**config.mk**
```make
export PLATFORM = sky130hd
export DESIGN_NAME = usb_sample_framer
export DESIGN_NICKNAME = d
export VERILOG_FILES = /design/src/rtl/usb_sample_framer.sv
export SDC_FILE = /design/constraint.sdc
export NUM_CORES = 2
export LEC_CHECK = 0
export ABC_AREA = 1
export CAP_MARGIN = 10
export CORE_MARGIN = 2
export CORE_UTILIZATION = 55
export CTS_CLUSTER_DIAMETER = 120
export DETAILED_ROUTE_END_ITERATION = 10
export DONT_BUFFER_PORTS = 1
export PLACE_DENSITY = 0.7
export SLEW_MARGIN = 5
export SYNTH_ARGS = -nofsm -noshare
export SYNTH_HDL_FRONTEND = slang
export SYNTH_SLANG_ARGS = --single-unit
```
**constraint.sdc**
```tcl
create_clock -name clk -period 4.6 [get_ports clk]
set_input_delay 0.92 -clock clk [delete_from_list [all_inputs] [get_ports clk]]
set_output_delay 0.92 -clock clk [all_outputs]
set_load 0.005 [all_outputs]
```
**src/rtl/usb_sample_framer.sv**
```systemverilog
// usb_sample_framer: packs FX2 EP2 bytes into 16-bit samples and buffers
// one frame, then streams it to the FFT with first/last markers.
module usb_sample_framer #(
  parameter int ADDR_W     = 8,
  parameter bit BIG_ENDIAN = 1'b0
) (
  input  logic        clk,
  input  logic        reset,
  input  logic        in_valid,
  input  logic [7:0]  in_data,
  output logic        in_ready,
  input  logic        frame_sync,
  output logic        out_valid,
  input  logic        out_ready,
  output logic [15:0] out_data,
  output logic        out_first,
  output logic        out_last,
  output logic        busy,
  output logic [7:0]  frame_count
);

  localparam int DEPTH = 1 << ADDR_W;
  localparam logic [ADDR_W-1:0] LAST_IDX = '1;

  typedef enum logic {
    FILL,
    DRAIN
  } state_t;

  state_t state_q, state_d;

  logic              phase_q;
  logic [7:0]        hold_q;
  logic [ADDR_W-1:0] widx_q;
  logic [ADDR_W-1:0] ridx_q;
  logic [ADDR_W-1:0] ridx_nxt;
  logic [15:0]       mem [DEPTH];

  logic        accept;
  logic        wr_en;
  logic        fill_done;
  logic        fire;
  logic        prime;
  logic        advance;
  logic [15:0] sample;

  assign accept    = in_valid & in_ready;
  assign wr_en     = accept & phase_q & ~frame_sync;
  assign fill_done = wr_en & (widx_q == LAST_IDX);
  assign sample    = BIG_ENDIAN ? {hold_q, in_data}
                                : {in_data, hold_q};

  assign fire     = out_valid & out_ready;
  assign prime    = (state_q == DRAIN) & ~out_valid;
  assign advance  = prime | (fire & ~out_last);
  assign ridx_nxt = prime ? '0 : ridx_q + ADDR_W'(1);

  always_ff @(posedge clk) begin
    if (reset) state_q <= FILL;
    else       state_q <= state_d;
  end

  always_comb begin
    state_d  = state_q;
    in_ready = 1'b0;
    busy     = 1'b0;
    unique case (state_q)
      FILL: begin
        in_ready = 1'b1;
        if (fill_done) state_d = DRAIN;
      end
      DRAIN: begin
        busy = 1'b1;
        if (fire & out_last) state_d = FILL;
      end
    endcase
  end

  // A byte arriving with frame_sync becomes byte 0 of the new frame.
  always_ff @(posedge clk) begin
    if (reset) begin
      phase_q <= 1'b0;
      widx_q  <= '0;
    end else if (state_q == FILL) begin
      if (frame_sync) begin
        phase_q <= accept;
        widx_q  <= '0;
      end else if (accept) begin
        phase_q <= ~phase_q;
        if (phase_q) widx_q <= widx_q + ADDR_W'(1);
      end
    end
  end

  always_ff @(posedge clk) begin
    if (accept & (~phase_q | frame_sync)) hold_q <= in_data;
    if (wr_en) mem[widx_q] <= sample;
  end

  // out_data is the RAM read register; the read address is picked from
  // this cycle's handshake, so the next word lands with no bubble and
  // a stall simply re-holds the register.
  always_ff @(posedge clk) begin
    if (reset) begin
      out_valid   <= 1'b0;
      out_first   <= 1'b0;
      out_last    <= 1'b0;
      out_data    <= '0;
      ridx_q      <= '0;
      frame_count <= '0;
    end else if (state_q == DRAIN) begin
      if (advance) begin
        out_valid <= 1'b1;
        out_data  <= mem[ridx_nxt];
        out_first <= prime;
        out_last  <= (ridx_nxt == LAST_IDX);
        ridx_q    <= ridx_nxt;
      end else if (fire) begin
        out_valid   <= 1'b0;
        out_first   <= 1'b0;
        out_last    <= 1'b0;
        ridx_q      <= '0;
        frame_count <= frame_count + 8'd1;
      end
    end
  end

endmodule

```
==> impl_metrics.ini <==
[synth]
synth_area_leaders = edfxtp_1 (70%), nand3_1 (8.5%), nand2_1 (5.4%), o211ai_1 (4.2%), inv_1 (3.9%)
netlist_area_sq_mm = 0.175
synth_edf_count = 4104
yosysMostFrequentCell = edfxtp_1
synth.yosys.warnings = 0
syn_area_per_cell_sq_um = 11.8
yosys.area.top_type_share = 0.704
synth_cell_types = 35
ys_seq_area_frac = 0.709
synthCells = 14847
synthArstFlopShare = 0
syn_nets = 14866
ys_ff_latch = 4149
synth_top_area_cell = edfxtp_1
synth-main-ff-cell = edfxtp_1
yosys-top-cells-count = edfxtp_1 (4104), nand3_1 (2959), nand2_1 (2504)

[status]
status = finished, final reports clean

[final_layout]
area.growth.synth_to_final_pct = 11.5
final_nets = 14833
drive_gt1_frac = 0.0971

[place]
gp_congestion = 0.892
place_ws_ns = 0.300
port_buffers = 0
dp_hpwl_um = 271000

[timing]
fin_skew_ns = 0.0776
fin_crit_sh = 0.944
hold_slack_ns = 0.0543
setup_ws_ns = 0.255
drv_slew = 0
setup_violations = 0
max_freq_ghz = 0.230
min_period_ns = 4.34
tightest_slew_ns = 1.42
rsz0062_at_grt = false
hold_viol = 0
relSlewSlack = 0.0511
tns_ns = 0

[worst_setup_path]
cp-end-kind = flip-flop
arrival_ns = 5.22
start_kind = flip-flop
critPathKind = reg2reg
cp_max_fo = 72
crit_required_ns = 5.48

[routing]
remaining_drc_errors = 0
wire_per_inst_um = 25.7
drt_first_pass_iters = 6
wirelength_um = 498000
ant_nets = 0
via_per_inst = 6.04
drt_iter0_drc = 16784
vias = 117003

[floorplan]
initial_core_util = 0.552
die_height_um = 568
rows = 207
ios = 42
dieWidth_um = 568
core_sq_mm = 0.317
fp.dieArea_sq_mm = 0.323

[clock_network]
clk_pin_slew_ns = 0.06
root_buffer = clkbuf_16
cts_inserted_buffers = 416
clkSinkCount = 4149
clk_latency_ns = 1.01
cts_tree = yes
h-tree-depth = 5
clockBufferDepth = 4
ctsResizeCount = 0

[power_and_ir_drop]
power.leakage_nw = 71.1
ir_drop_mv = 0.322
p_total_mw = 75.8
p_per_area_mw_per_mm2 = 388

[grt]
first_global_vias = 110477
antenna_found_initial = 9
grt_overflow = 0
grt_max_degree = 258
grt_pass1_wl_um = 731000
grt_usage = 0.304

[hold_path]
hold_class = in2reg

[flow_run]
drv_cap = 0
==> worst paths after layout <==
path	to	startpoint	slack (ns)	cells past startpoint
setup reg to reg	out_data[12]	state_q	0.26	13
hold / removal	phase_q	reset	0.05	1
setup / recovery	out_data[12]	state_q	0.26	13
hold reg to reg	ridx_q[7]	ridx_q[7]	0.49	2
==> worst max-delay path, cell delays in order (launching register included) <==
cell and delay, ns:
dfxtp_1 0.42, inv_2 0.16, nor2_2 0.15, nor2_1 0.33, nand2_8 0.28, inv_8 0.43, buf_12 0.50, buf_4 0.36
nand3_1 0.19, nand3_1 0.20, nand3_1 0.28, nand3_1 0.17, nand3_1 0.30, a21oi_1 0.28
==> per-layer routing <==
layer,GRT usage,vias up,share of wire
met3,0.0622,1121,0.12
met5,0,-,0
met4,0.142,0,0.049
met1,0.421,56919,0.38
met2,0.465,6976,0.46
li1,-,51987,-
==> where the power goes <==
part	total (mW)	leakage, nW	switching, mW	internal (mW)
Sequential	41.6	37.2	0.00995	41.6
Clock	33.8	6.58	14.5	19.2
Combinational	0.482	27.3	0.445	0.0372
Total	75.8	71.1	15.0	60.8
==> sequential cells by signal, summed over array words and instances, names as in the netlist <==
signal       flops
out_last         1
hold_q           8
phase_q          1
out_data        16
ridx_q           8
state_q          1
widx_q           8
mem           4096
frame_count      8
out_first        1
out_valid        1
==> what timing repair did <==
action                                  4_1_cts  5_1_grt
hold buffers                                  2        0
endpoints found under the setup margin        0        0
setup buffers                                 0        0
hold endpoints to repair                     12        0
==> through the flow <==
stage / area (sq um) / utilization / instances
floorplan: 175000 / - / 14847
global placement: 182000 / 0.572 / 18573
detailed placement: 182000 / 0.572 / 18573
CTS: 195000 / 0.615 / 19333
global route: 195000 / 0.615 / 19343
finish: 195000 / 0.615 / 19358
==> layout make-up <==
class	instances	area [sq um]
Fill cell	23744	122000
Clock inverter	254	2690
Inverter	1833	6910
Tap cell	4180	5230
Antenna cell	24	60.1
Timing Repair Buffer	552	5510
Clock buffer	504	10900
Multi-Input combinational cell	7862	39800
Sequential cell	4149	124000
==> placed cells by master, fill, tap and decap left out, types with 32 or more instances in the layout <==
master     netlist  final
edfxtp_1      4104   4104
nand3_1       2959   2957
nand2_1       2504   2488
inv_1         1827   1826
o211ai_1       978    978
nor2_1         489    488
buf_4            8    441
clkbuf_16        0    419
nand3b_1       417    417
or2_2          300    300
buf_12           0    109
clkinv_1         0     94
clkbuf_1       433     79
clkinv_2         0     71
o21ai_0         62     62
dfxtp_1         45     45
bufinv_16        0     42
a21oi_1         41     40
or2_1           32     32
==> kinds of logic after synthesis <==
family / share of synthesized area
buffers and inverters: 0.0640
XOR/XNOR: 0.0000501
AND/OR/NAND/NOR: 0.179
adder cells (fa/ha/maj): 0.000429
flip-flops: 0.709
AO/OA/AOI/OAI: 0.0469
(Power assumes the default switching activity.)
